--- src/rtl/rtc_capture_bank.sv ---
// Multiplexed address/data capture into a shadow register bank, committed atomically to a display bank on frame_sync.
// Optional feature: define BCD_CHECK_EN to reject data bytes that are not valid packed BCD (DATA_W == 8 only).
module rtc_capture_bank #(
  parameter int unsigned DATA_W = 8,
  parameter int unsigned NUM_CH = 9,
  parameter int unsigned ADDR_W = 4
) (
  input  logic              clk,
  input  logic              reset,
  input  logic              bus_vld,
  input  logic              a_d,
  input  logic [DATA_W-1:0] bus_data,
  input  logic              frame_sync,
  input  logic [ADDR_W-1:0] rd_ch,
  output logic [DATA_W-1:0] rd_data,
  output logic [NUM_CH-1:0] dirty,
  output logic              commit,
  output logic              proto_err
);

  localparam logic [0:0] S_IDLE      = 1'b0;
  localparam logic [0:0] S_HAVE_ADDR = 1'b1;

  logic [0:0]        state_q, state_d;
  logic [ADDR_W-1:0] addr_q, addr_d;
  logic [DATA_W-1:0] shadow_q  [NUM_CH];
  logic [DATA_W-1:0] shadow_d  [NUM_CH];
  logic [DATA_W-1:0] display_q [NUM_CH];
  logic [DATA_W-1:0] display_d [NUM_CH];
  logic [DATA_W-1:0] rd_data_q, rd_data_d;
  logic [NUM_CH-1:0] dirty_q, dirty_d;
  logic              commit_q, commit_d;
  logic              proto_err_q, proto_err_d;
  logic              addr_ok_c;
  logic              bcd_bad_c;

  assign addr_ok_c = (32'(addr_q) < NUM_CH);

  // A byte with either nibble above 9 is not a packed BCD value.
`ifdef BCD_CHECK_EN
  if (DATA_W == 8) begin : g_bcd
    assign bcd_bad_c = (bus_data[7:4] > 4'd9) || (bus_data[3:0] > 4'd9);
  end else begin : g_no_bcd
    assign bcd_bad_c = 1'b0;
  end
`else
  assign bcd_bad_c = 1'b0;
`endif

  // Next-state, bank update and read mux.
  always_comb begin
    state_d     = state_q;
    addr_d      = addr_q;
    shadow_d    = shadow_q;
    display_d   = display_q;
    dirty_d     = dirty_q;
    proto_err_d = proto_err_q;
    commit_d    = frame_sync;
    rd_data_d   = '0;

    // Commit copies the pre-write shadow; a same-cycle write re-marks its dirty bit below.
    if (frame_sync) begin
      display_d = shadow_q;
      dirty_d   = '0;
    end

    if (bus_vld) begin
      case (state_q)
        S_IDLE: begin
          if (!a_d) begin
            addr_d  = bus_data[ADDR_W-1:0];
            state_d = S_HAVE_ADDR;
          end else begin
            proto_err_d = 1'b1;
          end
        end
        S_HAVE_ADDR: begin
          if (!a_d) begin
            addr_d = bus_data[ADDR_W-1:0];
          end else begin
            state_d = S_IDLE;
            if (!addr_ok_c || bcd_bad_c) begin
              proto_err_d = 1'b1;
            end else begin
              for (int unsigned i = 0; i < NUM_CH; i++) begin
                if (32'(addr_q) == i) begin
                  shadow_d[i] = bus_data;
                  dirty_d[i]  = 1'b1;
                end
              end
            end
          end
        end
        default: state_d = S_IDLE;
      endcase
    end

    // Out-of-range channels read as zero.
    for (int unsigned i = 0; i < NUM_CH; i++) begin
      if (32'(rd_ch) == i) begin
        rd_data_d = display_q[i];
      end
    end
  end

  always_ff @(posedge clk) begin
    if (reset) begin
      state_q     <= S_IDLE;
      addr_q      <= '0;
      shadow_q    <= '{default: '0};
      display_q   <= '{default: '0};
      rd_data_q   <= '0;
      dirty_q     <= '0;
      commit_q    <= 1'b0;
      proto_err_q <= 1'b0;
    end else begin
      state_q     <= state_d;
      addr_q      <= addr_d;
      shadow_q    <= shadow_d;
      display_q   <= display_d;
      rd_data_q   <= rd_data_d;
      dirty_q     <= dirty_d;
      commit_q    <= commit_d;
      proto_err_q <= proto_err_d;
    end
  end

  assign rd_data   = rd_data_q;
  assign dirty     = dirty_q;
  assign commit    = commit_q;
  assign proto_err = proto_err_q;

endmodule

--- config.mk ---
export PLATFORM = sky130hd
export DESIGN_NAME = rtc_capture_bank
export DESIGN_NICKNAME = d
export VERILOG_FILES = /design/src/rtl/rtc_capture_bank.sv
export SDC_FILE = /design/constraint.sdc
export NUM_CORES = 1
export LEC_CHECK = 0
export ABC_CLOCK_PERIOD_IN_PS = 2300
export BUFFER_PORTS_ARGS = -buffer_cell sky130_fd_sc_hd__buf_2
export CORE_ASPECT_RATIO = 1.4
export CORE_MARGIN = 2
export CORE_UTILIZATION = 60
export DETAILED_ROUTE_END_ITERATION = 8
export PLACE_DENSITY_LB_ADDON = 0.3
export SETUP_SLACK_MARGIN = 0.1
export SLEW_MARGIN = 20
export SYNTH_ARGS = -nofsm -noshare
export SYNTH_HDL_FRONTEND = slang
export SYNTH_SLANG_ARGS = --single-unit
--- constraint.sdc ---
create_clock -name clk -period 2.3 [get_ports clk]
set_clock_uncertainty 0.15 [all_clocks]
set_input_delay 0.115 -clock clk [delete_from_list [all_inputs] [get_ports clk]]
set_output_delay 0.115 -clock clk [all_outputs]
set_load 0.01 [all_outputs]
### Word-level counts from Yosys, hierarchy flattened

Index checks and enable logic that the tools add are counted.
Widths: inputs -> output; s select.

| word-level totals | value |
|---|---|
| flip-flop bits (word level) | 168 |
| output and inout bits | 19 |
| input port bits | 17 |

| operators by class | value |
|---|---|
| $lt $le $gt $ge | 1 |
| reductions and logical operators | 13 |
| multiplexer cells | 29 |
| bitwise operators | 2 |
| equality and inequality tests | 19 |

Operator list:

| cell | number |
|---|---|
| $mux 8 | 9 |
| $mux 9 | 5 |
| $reduce_and 5->1 | 9 |
| $eq 4x3->1 const B | 8 |
| $eq 4x2->1 const B | 4 |
| $mux 1 | 13 |
| $eq 4x1->1 const B | 2 |
| $eq 4x4->1 const B | 2 |
| $logic_not 4->1 | 2 |
| $ne 2x2->1 const B | 3 |
| $lt 4x4->1 const B | 1 |
| $mux 4 | 1 |
| $reduce_and 4->1 | 1 |
| $not 1->1 | 2 |
| $pmux 1 s2 | 1 |
| $reduce_and 2->1 | 1 |

### Longest topological paths before layout

Gate-level depths: netlist of the first run.

| depth | value |
|---|---|
| depth after elaboration | 10 |
| mapped depth | 6 |

### Worst setup path after synthesis of the first run

Ideal clock, no wire load.

| path | value |
|---|---|
| path type | register -> register |
| from | reg state_q |
| to | reg shadow_q[48] in the netlist's numbering |
| data required time | 2022 ps |
| arrival | 1336 ps |
| stages on the path, launching flop included | 6 |
| slack | 687 ps |
| cells stage by stage | dfxtp_1 > nand4b_4 > or4b_1 > buf_6 > mux2i_1 > nor2_1 |

| on the way | value |
|---|---|
| cells in the longest elaborated chain, start to end | 1 |

RTL lines:

| what | line | source |
|---|---|---|
| from (decl) | 24 | `logic [0:0] state_q, state_d;` |
| from (signal assigned) | 117 | `state_q <= state_d;` |
| $reduce_and 5->1 (no line) | - |  |
| to (signal assigned) | 119 | `shadow_q <= shadow_d;` |
| to (decl) | 26 | `logic [DATA_W-1:0] shadow_q [NUM_CH];` |

No other way between the ends.
A chain may end at the register's enable or synchronous reset.

### Worst setup path in the final report of the first run

| path | value |
|---|---|
| from | reg state_q |
| to | reg shadow_q[50] in the netlist's numbering |

Same word-level chain as after synthesis.

==> results of run 1 <==
## cell families after synthesis
kind of cell           after synthesis  share of synthesized area
and+or+nand+nor                    215                     0.1373
DFF                                168                     0.5097
muxes                              164                     0.2503
buffers and inverters               61                    0.04039
AOI/OAI and AO/OA                   61                    0.06238
## layout by cell type (no fill, tap or decap), types with 2 or more instances in the layout
master and instances:
sky130_fd_sc_hd__nand3_1 11, sky130_fd_sc_hd__nand2_1 32, sky130_fd_sc_hd__a22oi_1 8, sky130_fd_sc_hd__clkinv_4 2, sky130_fd_sc_hd__buf_12 3, sky130_fd_sc_hd__dfxtp_1 168, sky130_fd_sc_hd__o211ai_1 8, sky130_fd_sc_hd__a21oi_1 17
sky130_fd_sc_hd__dlygate4sd3_1 11, sky130_fd_sc_hd__inv_6 8, sky130_fd_sc_hd__mux2_2 8, sky130_fd_sc_hd__or4b_1 2, sky130_fd_sc_hd__a211oi_1 2, sky130_fd_sc_hd__clkbuf_16 17, sky130_fd_sc_hd__clkinv_2 2, sky130_fd_sc_hd__o2111ai_1 8
sky130_fd_sc_hd__buf_2 33, sky130_fd_sc_hd__mux2i_1 156, sky130_fd_sc_hd__buf_4 16, sky130_fd_sc_hd__inv_8 3, sky130_fd_sc_hd__nor2b_1 2, sky130_fd_sc_hd__and4b_1 3, sky130_fd_sc_hd__o2bb2ai_1 8, sky130_fd_sc_hd__nor2_1 157
sky130_fd_sc_hd__o21ai_0 9
## path summary, 6_finish.rpt
kind / slack (ns) / endpoint / from
max: 0.30 / shadow_q[50] / state_q
max reg2reg: 0.30 / shadow_q[50] / state_q
min: 0.07 / display_q[71] / frame_sync
min reg2reg: 0.31 / shadow_q[70] / shadow_q[70]
## metal layers
metal	vias to the layer above	routed length, µm	global-route usage
met3	40	544	0.05585
li1	2336	-	-
met1	2366	6000	0.2891
met2	115	7799	0.4672
met4	0	564	0.1384
met5	-	0	0
## cell type report
type | instances | area [µm²]
Inverter | 2 | 7.507
Multi-Input combinational cell | 440 | 2974
Tap cell | 141 | 176.4
Fill cell | 823 | 3277
Timing Repair Buffer | 63 | 455.4
Clock buffer | 17 | 425.4
Clock inverter | 15 | 131.4
Sequential cell | 168 | 3363
## power by group
part / internal [mW] / switching [mW] / total, mW
Clock: 1.43 / 1.26 / 2.69
Sequential: 2.92 / 0.0139 / 2.94
Combinational: 0.109 / 0.205 / 0.314
## stage by stage
step,std cells,hold WS [ns]
after floorplan,669,0.05959
after global routing,846,0.08752
after global placement,803,0.2611
after detailed placement,803,0.2821
final,846,0.07133
after CTS,846,0.06403
## worst max-delay path, stage by stage (launching register included)
cell and delay, ns:
sky130_fd_sc_hd__dfxtp_1 0.42, sky130_fd_sc_hd__nand4b_4 0.16, sky130_fd_sc_hd__or4b_1 0.77, sky130_fd_sc_hd__mux2i_1 0.28, sky130_fd_sc_hd__nor2_1 0.07
## sequential cells by signal (all words and copies together) (netlist names)
signal / count
addr_q: 4
shadow_q: 72
display_q: 72
rd_data: 8
state_q: 1
proto_err: 1
dirty: 9
commit: 1
==> results.txt, run 1 <==
----------------------------------------------------
[Critical path]
  Worst-case reg-to-reg path depth ... 4
  Maximum net fanout on the critical path ... 9
  Endpoint required time on the critical path ... 2.43 ns
  Type of destination of the critical path ... flip-flop
  Arrival time at the worst endpoint ... 2.13 ns
  Crit start category ... flip-flop
  Worst setup path category ... reg2reg

[Global routing]
  Antenna violations before repair ... 0
  First-pass GRT wire length ... 23.92 mm
  Gr ovfl total ... 0
  Number of global-route vias before repair ... 4,811
  Pin count of the biggest net entering global routing ... 91
  GRT Resource Usage Total ... 0.2615

[Synthesis]
  Leading area contributor after synthesis ... sky130_fd_sc_hd__dfxtp_1
  Synthesis warning total ... 0
  Prevailing post-synth register cell ... sky130_fd_sc_hd__dfxtp_1
  Share of flip-flops with an asynchronous set or reset after synthesis ... 0
  Cell types occupying the most area after synthesis ... sky130_fd_sc_hd__dfxtp_1 51%, sky130_fd_sc_hd__mux2i_1 24%, sky130_fd_sc_hd__nor2_1 8.9%
  Synthesized net count ... 686
  Sequential element share of the synthesized area ... 0.5097
  Share of the synthesized area in the top cell type ... 0.5097
  Post-synthesis sequential element count ... 168
  Synth cell count leaders ... 168 x sky130_fd_sc_hd__dfxtp_1, 157 x sky130_fd_sc_hd__nor2_1, 156 x sky130_fd_sc_hd__mux2i_1, 37 x sky130_fd_sc_hd__clkbuf_1, 32 x sky130_fd_sc_hd__nand2_1
  Count of mapped cells out of synthesis ... 669
  Combined area of all synthesized cells ... 6599 µm²
  Count of flip-flops with a built-in enable after synthesis ... 0
  Leading cell type by number of instances after synthesis ... sky130_fd_sc_hd__dfxtp_1
  Distinct cell type count of the synthesized netlist ... 30
  Average cell area after synthesis ... 9.864 µm²

[CTS]
  CTS Root Buffer Type ... sky130_fd_sc_hd__clkbuf_16
  Htree depth ... 4
  Clock slew at the register clock pins of the worst setup and hold paths ... 0.07 ns
  Maximum root-to-sink buffer count ... 2
  Clock tree from TritonCTS ... yes
  Post-cts hold buffer count ... 11
  Setup Fix Bufs, Post-CTS ... 0
  Number of sinks driven by the clock tree ... 168
  Total CTS buffers ... 17
  Clock insertion delay at the later pin of the skew report ... 0.43 ns
  CTS resizes ... 0

[Power]
  Final Total Pwr ... 5.940 mW
  PwrDens ... 788.4 nW/µm²
  Lkg Pwr ... 3.297 nW
  Worst vdd rail ir drop ... 0.0004721 V

[Placement]
  Count of input and output buffers ... 35
  Hpwl dp ... 9.746 mm
  Placed inst area ... 6867 µm²
  Setup Slack @ Placement ... 0.3092 ns
  Final GP Congestion ... 0.7939

[Floorplan]
  Vertical die dimension ... 128.1 µm
  Die Wd ... 92.63 µm
  Placeable Area ... 10,810 µm²
  Placement Rows ... 45
  I/O pin total ... 36
  Initial core utilization ... 0.6104
  Die area ... 11,860 µm²

[Status]
  Result of the run ... completed

[STA]
  Pins Over Slew Limit ... 0
  Post-route fraction of the period consumed by the critical path ... 0.8709
  Fmax achieved ... 0.4992 GHz
  Final total negative setup slack ... 0 ns
  Minimum clock period after layout ... 2.003 ns
  Max-Slew Margin vs Limit ... 0.4154
  Final Setup Violations ... 0
  Worst Max-Slew Pin Slew ... 0.8770 ns
  Least setup slack across all paths after layout ... 0.2969 ns
  Unrepaired setup endpoints after global routing ... no
  Hold violation count in the final report ... 0

[Finish]
  Util after Layout ... 0.6969
  Net total in the final layout ... 709
  Fraction of final layout cells with drive strength greater than 1 ... 0.1376
  Final cell area excluding filler cells ... 7533 µm²
  Antenna diode instance count ... 0
  Synth-to-layout area growth ... 14.16%

[Flow run]
  Number of max-cap violations ... 0

[Routing]
  Initial DRC Count ... 312
  Final Routed Wirelength ... 14.91 mm
  Mean routed wirelength per cell ... 17.62 µm
  Via count of the routed design ... 4,857
  Detailed-routing iteration count for the pre-antenna-repair pass ... 5
  Routed Antenna Nets ... 0
  Number of vias per cell ... 5.741
  Remaining routing DRC violations ... 0

[Hold path]
  Worst hold path stage count ... 3
  Worst Hold Class ... in2reg

----------------------------------------------------
Power figures use the tool's default switching activity.
==> run 2, diff against run 1 <==
Settings changed: ABC_CLOCK_PERIOD_IN_PS 2300 to 2200.
Clock period 2.3 ns to 2.2 ns, I/O delays scaled along.
==> results.txt, run 2 (synthesis results as in run 1) <==
----------------------------------------------------
[Power]
  Proportion of power drawn by the clock network ... 0.470 (+0.017)
  Switching Fraction ... 0.2273 (-0.02136)
  Worst vdd rail ir drop ... 0.0005345 V (+13%)
  Final Total Pwr ... 6.420 mW (+8.1%)
  Cell-internal power ... 4.960 mW (+11%)
  Part of the power in combinational logic ... 0.051 (-0.002)
  Net switching power ... 1.459 mW (-1.2%)
  Sequential fraction of design power ... 0.479 (-0.016)
  PwrDens ... 846.5 nW/µm² (+7.4%)
  Lkg Pwr ... 3.313 nW (+0.50%)

[CTS]
  Clock tree from TritonCTS ... yes
  Clock insertion delay at the later pin of the skew report ... 0.42 ns (about the same)
  Htree depth ... 4 (unchanged)
  Maximum root-to-sink buffer count ... 2 (unchanged)
  Number of sinks driven by the clock tree ... 168 (unchanged)
  Setup Fix Bufs, Post-CTS ... 0 (unchanged)
  Total CTS buffers ... 17 (unchanged)
  CTS Root Buffer Type ... sky130_fd_sc_hd__clkbuf_16
  Clock slew at the register clock pins of the worst setup and hold paths ... 0.07 ns (about the same)

[Finish]
  Net total in the final layout ... 712 (+0.42%)
  Highest-count cells in the layout ignoring fill and taps ... 168 x sky130_fd_sc_hd__dfxtp_1, 157 x sky130_fd_sc_hd__nor2_1, 156 x sky130_fd_sc_hd__mux2i_1
  Antenna diode instance count ... 0 (unchanged)
  Most common cell after layout, fill and taps aside ... sky130_fd_sc_hd__dfxtp_1
  Synth-to-layout area growth ... 14.92%
  Fraction of final layout cells with drive strength greater than 1 ... 0.1414 (+0.003854)

[STA]
  Final total negative setup slack ... 0 ns (unchanged)
  Final Setup Violations ... 0 (unchanged)
  Hold violation count in the final report ... 0 (unchanged)
  Max-Slew Margin vs Limit ... 0.5323 (+0.1170)
  Worst Max-Slew Pin Slew ... 0.7015 ns (-0.1754 ns)
  Minimum clock period after layout ... 2.055 ns (+0.05157 ns)
  Pins Over Slew Limit ... 0 (unchanged)
  Hold slack final ... 0.01137 ns (-0.05997 ns)
  Least setup slack across all paths after layout ... 0.1453 ns (-0.1516 ns)
  Fmax achieved ... 0.4867 GHz (-2.5%)
  Post-route fraction of the period consumed by the critical path ... 0.9340 (+0.06303)
  Unrepaired setup endpoints after global routing ... yes

[Floorplan]
  Die area ... 11,860 µm² (unchanged)
  Placeable Area ... 10,810 µm² (unchanged)
  Initial core utilization ... 0.6104 (unchanged)
  Die Wd ... 92.63 µm (unchanged)
  I/O pin total ... 36 (unchanged)
  Placement Rows ... 45 (unchanged)
  Vertical die dimension ... 128.1 µm (unchanged)

[Routing]
  Final Routed Wirelength ... 15.35 mm (+3.0%)
  Number of vias per cell ... 5.794 (+0.91%)
  Detailed-routing iteration count for the pre-antenna-repair pass ... 5 (unchanged)
  Mean routed wirelength per cell ... 18.10 µm (+2.7%)
  Remaining routing DRC violations ... 0 (unchanged)
  Routed Antenna Nets ... 0 (unchanged)
  Via count of the routed design ... 4,913 (+1.2%)
  Initial DRC Count ... 393 (+26%)

[Critical path]
  Setup slack on the worst flop-to-flop path ... 0.15 ns (-0.15 ns)
  List of cells traversed by the critical path ... nor3_2, buf_4, o21ai_0, a31oi_1, nor2_1, dlygate4sd3_1
  Reg-to-Reg Start ... addr_q[0]
  Instance count on the critical path ... 6 (+2)
  Endpoint required time on the critical path ... 2.36 ns (-0.07 ns)
  Largest delay share family, worst path ... buffers and inverters
  CP Buf/Inv Count ... 2 (+2)
  Worst-case reg-to-reg path depth ... 6 (+2)
  Type of destination of the critical path ... flip-flop
  Critical-path top delay cell ... sky130_fd_sc_hd__dlygate4sd3_1
  Maximum net fanout on the critical path ... 10 (+1)
  Capture instance of the worst register-to-register path ... proto_err
  Critical path's largest stage delay ... 0.57 ns (-0.20 ns)
  Arrival time at the worst endpoint ... 2.22 ns (+0.09 ns)
  Crit start category ... flip-flop
  Worst setup path category ... reg2reg

[Hold path]
  Hold path startpoint ... bus_data[2]
  Hold endpoint ... shadow_q[2]
  Worst hold path stage count ... 3 (unchanged)
  Worst Hold Class ... in2reg

[Status]
  Result of the run ... completed

[Placement]
  Final GP Congestion ... 0.8746 (+10%)
  Hpwl dp ... 9.917 mm (+1.8%)
  Setup Slack @ Placement ... 0.2852 ns (-0.02403 ns)
  Count of input and output buffers ... 35 (unchanged)

[Global routing]
  Gr ovfl total ... 0 (unchanged)
  Antenna violations before repair ... 0 (unchanged)
  Pin count of the biggest net entering global routing ... 71 (-22%)
  Number of global-route vias before repair ... 4,855 (+0.91%)
  First-pass GRT wire length ... 24.37 mm (+1.9%)
  GRT Resource Usage Total ... 0.2665 (+0.004979)

[Flow run]
  Number of max-cap violations ... 0 (unchanged)

----------------------------------------------------
run 2: cell types whose count changed in the layout (fill, tap and decap cells not counted), moves of 2 or more:
| cell | change |
|---|---|
| sky130_fd_sc_hd__inv_6 | -5 |
| sky130_fd_sc_hd__buf_4 | +4 |
| sky130_fd_sc_hd__bufinv_16 | +3 |
| sky130_fd_sc_hd__clkinvlp_4 | +3 |
| sky130_fd_sc_hd__inv_8 | -3 |
| sky130_fd_sc_hd__buf_12 | -2 |
run 2: per-layer routing:
metal	part of all wire	vias up	track usage
met5	0	-	0
met2	0.53	139	0.4775
met3	0.038	38	0.04938
met1	0.40	2403	0.3093
met4	0.032	0	0.1159
li1	-	2333	-
run 2: per-stage QoR:
step                      cells  instance area [µm²]    util
after detailed placement    806                 6864  0.6350
after floorplan             669                 6599       -
after CTS                   848                 7575  0.7007
final                       848                 7584  0.7015
after global placement      806                 6864  0.6350
after global routing        848                 7584  0.7015
run 2: worst max-delay path by stage:
stage / start / endpoint / slack [ns]
after floorplan: state_q / shadow_q[48] / 0.59
after global placement: state_q / shadow_q[62] / 0.36
after detailed placement: state_q / shadow_q[58] / 0.29
after CTS: addr_q[0] / proto_err / 0.12
after global routing: addr_q[0] / proto_err / 0.02
final: addr_q[0] / proto_err / 0.15
run 2: what timing repair did:
action	4_1_cts	5_1_grt
resized for setup	0	2
endpoints found under the hold margin	72	0
hold buffers	11	0
endpoints found under the setup margin	0	2
run 2: tightest hold or removal path, cell delays in order:
cell                      delay, ns
sky130_fd_sc_hd__buf_2         0.21
sky130_fd_sc_hd__mux2i_1       0.16
sky130_fd_sc_hd__nor2_1        0.05
run 2: cell type report:
cell class	count	area [µm²]
flip-flops and latches	168	3363
fillers	812	3227
multi-input cells	440	2979
repair buffers	66	456.7
clock buffers	17	425.4
well taps	141	176.4
clock inverters	14	175.2
inverters	2	7.507
run 2: power by group through the flow:
stage	sequential, mW	clock [mW]	combinational [mW]
final	3.07	3.02	0.327
after global placement	3.14	0	0.301
after global routing	3.07	3.16	0.348
after floorplan	3.14	0	0.215
after detailed placement	3.14	0	0.304
after CTS	3.07	3.05	0.322
==> run 3, diff against run 2 <==
Settings changed: PLACE_DENSITY set to 0.79, PLACE_DENSITY_LB_ADDON 0.3 to unset.
==> results.txt, run 3 (synthesis results as in run 1) <==
----------------------------------------------------
[STA]
  Unrepaired setup endpoints after global routing ... no
  Post-route fraction of the period consumed by the critical path ... 0.8846 (-0.04934)
  Worst Max-Slew Pin Slew ... 0.7279 ns (+0.02637 ns)
  Hold violation count in the final report ... 0 (unchanged)
  Hold slack final ... 0.1144 ns (+0.1031 ns)
  Final Setup Violations ... 0 (unchanged)
  Max-Slew Margin vs Limit ... 0.5137 (-0.01858)
  Pins Over Slew Limit ... 0 (unchanged)
  Fmax achieved ... 0.5138 GHz (+5.6%)
  Minimum clock period after layout ... 1.946 ns (-0.1085 ns)
  Final total negative setup slack ... 0 ns (unchanged)

[CTS]
  Clock tree from TritonCTS ... yes
  Setup Fix Bufs, Post-CTS ... 0 (unchanged)
  CTS Root Buffer Type ... sky130_fd_sc_hd__clkbuf_16
  Htree depth ... 4 (unchanged)
  Clock insertion delay at the later pin of the skew report ... 0.42 ns (about the same)
  Total CTS buffers ... 17 (unchanged)
  Number of sinks driven by the clock tree ... 168 (unchanged)
  Maximum root-to-sink buffer count ... 2 (unchanged)
  Clock slew at the register clock pins of the worst setup and hold paths ... 0.07 ns (about the same)

[Critical path]
  Endpoint required time on the critical path ... 2.33 ns (-0.03 ns)
  Crit start category ... flip-flop
  Critical path's largest stage delay ... 0.76 ns (+0.19 ns)
  Type of destination of the critical path ... flip-flop
  Worst setup path category ... reg2reg
  Critical-path top delay cell ... sky130_fd_sc_hd__or4b_1
  Arrival time at the worst endpoint ... 2.08 ns (-0.14 ns)
  List of cells traversed by the critical path ... nand4b_4, or4b_1, mux2i_1, nor2_1
  Maximum net fanout on the critical path ... 9 (-1)

[Finish]
  Net total in the final layout ... 713 (+0.14%)
  Synth-to-layout area growth ... 15.26%
  Util after Layout ... 0.7036 (+0.002083)
  Fraction of final layout cells with drive strength greater than 1 ... 0.1384 (-0.003025)
  Most common cell after layout, fill and taps aside ... sky130_fd_sc_hd__dfxtp_1
  Highest-count cells in the layout ignoring fill and taps ... 168 x sky130_fd_sc_hd__dfxtp_1, 157 x sky130_fd_sc_hd__nor2_1, 156 x sky130_fd_sc_hd__mux2i_1
  Final standard cell count with taps included and fillers excluded ... 849 (+0.12%)
  Antenna diode instance count ... 0 (unchanged)

[Floorplan]
  Placeable Area ... 10,810 µm² (unchanged)
  Initial core utilization ... 0.6104 (unchanged)
  I/O pin total ... 36 (unchanged)
  Die Wd ... 92.63 µm (unchanged)
  Vertical die dimension ... 128.1 µm (unchanged)
  Die area ... 11,860 µm² (unchanged)
  Placement Rows ... 45 (unchanged)

[Routing]
  Remaining routing DRC violations ... 0 (unchanged)
  Mean routed wirelength per cell ... 17.76 µm (-1.9%)
  Routed Antenna Nets ... 0 (unchanged)
  Initial DRC Count ... 312 (-21%)
  Detailed-routing iteration count for the pre-antenna-repair pass ... 7 (+2)
  Number of vias per cell ... 5.718 (-1.3%)
  Final Routed Wirelength ... 15.08 mm (-1.8%)
  Via count of the routed design ... 4,855 (-1.2%)

[Hold path]
  Worst Hold Class ... in2reg

[Global routing]
  Number of global-route vias before repair ... 4,636 (-4.5%)
  Antenna violations before repair ... 0 (unchanged)
  Pin count of the biggest net entering global routing ... 64 (-9.9%)
  First-pass GRT wire length ... 24.07 mm (-1.2%)
  Gr ovfl total ... 0 (unchanged)
  GRT Resource Usage Total ... 0.2637 (-0.002851)

[Power]
  Lkg Pwr ... 3.329 nW (+0.47%)
  Worst vdd rail ir drop ... 0.0004720 V (-12%)
  PwrDens ... 849.8 nW/µm² (+0.39%)

[Placement]
  Final GP Congestion ... 0.8012 (-8.4%)
  Count of input and output buffers ... 35 (unchanged)
  Hpwl dp ... 9.799 mm (-1.2%)
  Inst Count DP ... 804 (-0.25%)

[Flow run]
  Number of max-cap violations ... 0 (unchanged)

[Status]
  Result of the run ... completed

----------------------------------------------------
run 3: changes by cell type in the layout (fill, tap and decap cells not counted), sizes merged:
cell,before,now
inv,4,2
dlygate4sd3,11,14
clkinvlp,3,2
clkbuf,17,20
buf,55,53
run 3: stage by stage:
| stage | total power, mW | instance area (µm²) | setup WS (ns) |
|---|---|---|---|
| 6_report | 6.464 | 7606 | 0.2538 |
| 5_1_grt | 6.650 | 7606 | 0.1505 |
| 4_1_cts | 6.476 | 7602 | 0.1819 |
| 3_5_place_dp | 3.445 | 6849 | 0.2587 |
| 3_3_place_gp | 3.439 | 6849 | 0.3273 |
| 2_1_floorplan | 3.351 | 6599 | 0.5865 |
run 3: critical path: cells and delay by family, from the launching register on:
kind | cells | cell delay [ns]
DFF | 1 | 0.42
and+or+nand+nor | 3 | 0.98
muxes | 1 | 0.26
run 3: path summary, 6_finish.rpt:
check	from	to	depth (start not counted)	slack (ns)
setup reg to reg	state_q	shadow_q[61]	4	0.25
setup / recovery	state_q	shadow_q[61]	4	0.25
hold reg to reg	shadow_q[69]	shadow_q[69]	2	0.30
hold / removal	rd_ch[3]	rd_data[7]	5	0.11
run 3: layout make-up:
cell class              count  area (µm²)
flip-flops and latches    168        3363
fillers                   813        3204
multi-input cells         440        2978
repair buffers             67       467.9
clock buffers              20       466.7
well taps                 141       176.4
clock inverters            11       146.4
inverters                   2       7.507
run 3: routing by layer:
| metal | routed length (µm) | vias to the layer above | track usage |
|---|---|---|---|
| met5 | 0 | - | 0 |
| met4 | 445 | 0 | 0.1116 |
| met3 | 558 | 31 | 0.05526 |
| met2 | 7676 | 135 | 0.4457 |
| met1 | 6397 | 2346 | 0.3264 |
| li1 | - | 2343 | - |
run 3: repair_timing:
action                                 CTS  global route
gates resized for setup                  0             1
hold buffers                            14             0
endpoints found under the hold margin   63             0
setup endpoints to repair                0             1
run 3: power breakdown:
part,switching [mW],internal [mW],total (mW),leakage (nW)
registers,0.0138,3.06,3.07,1.35
clock network,1.19,1.87,3.06,0.298
logic,0.214,0.113,0.327,1.68
total,1.42,5.04,6.46,3.33
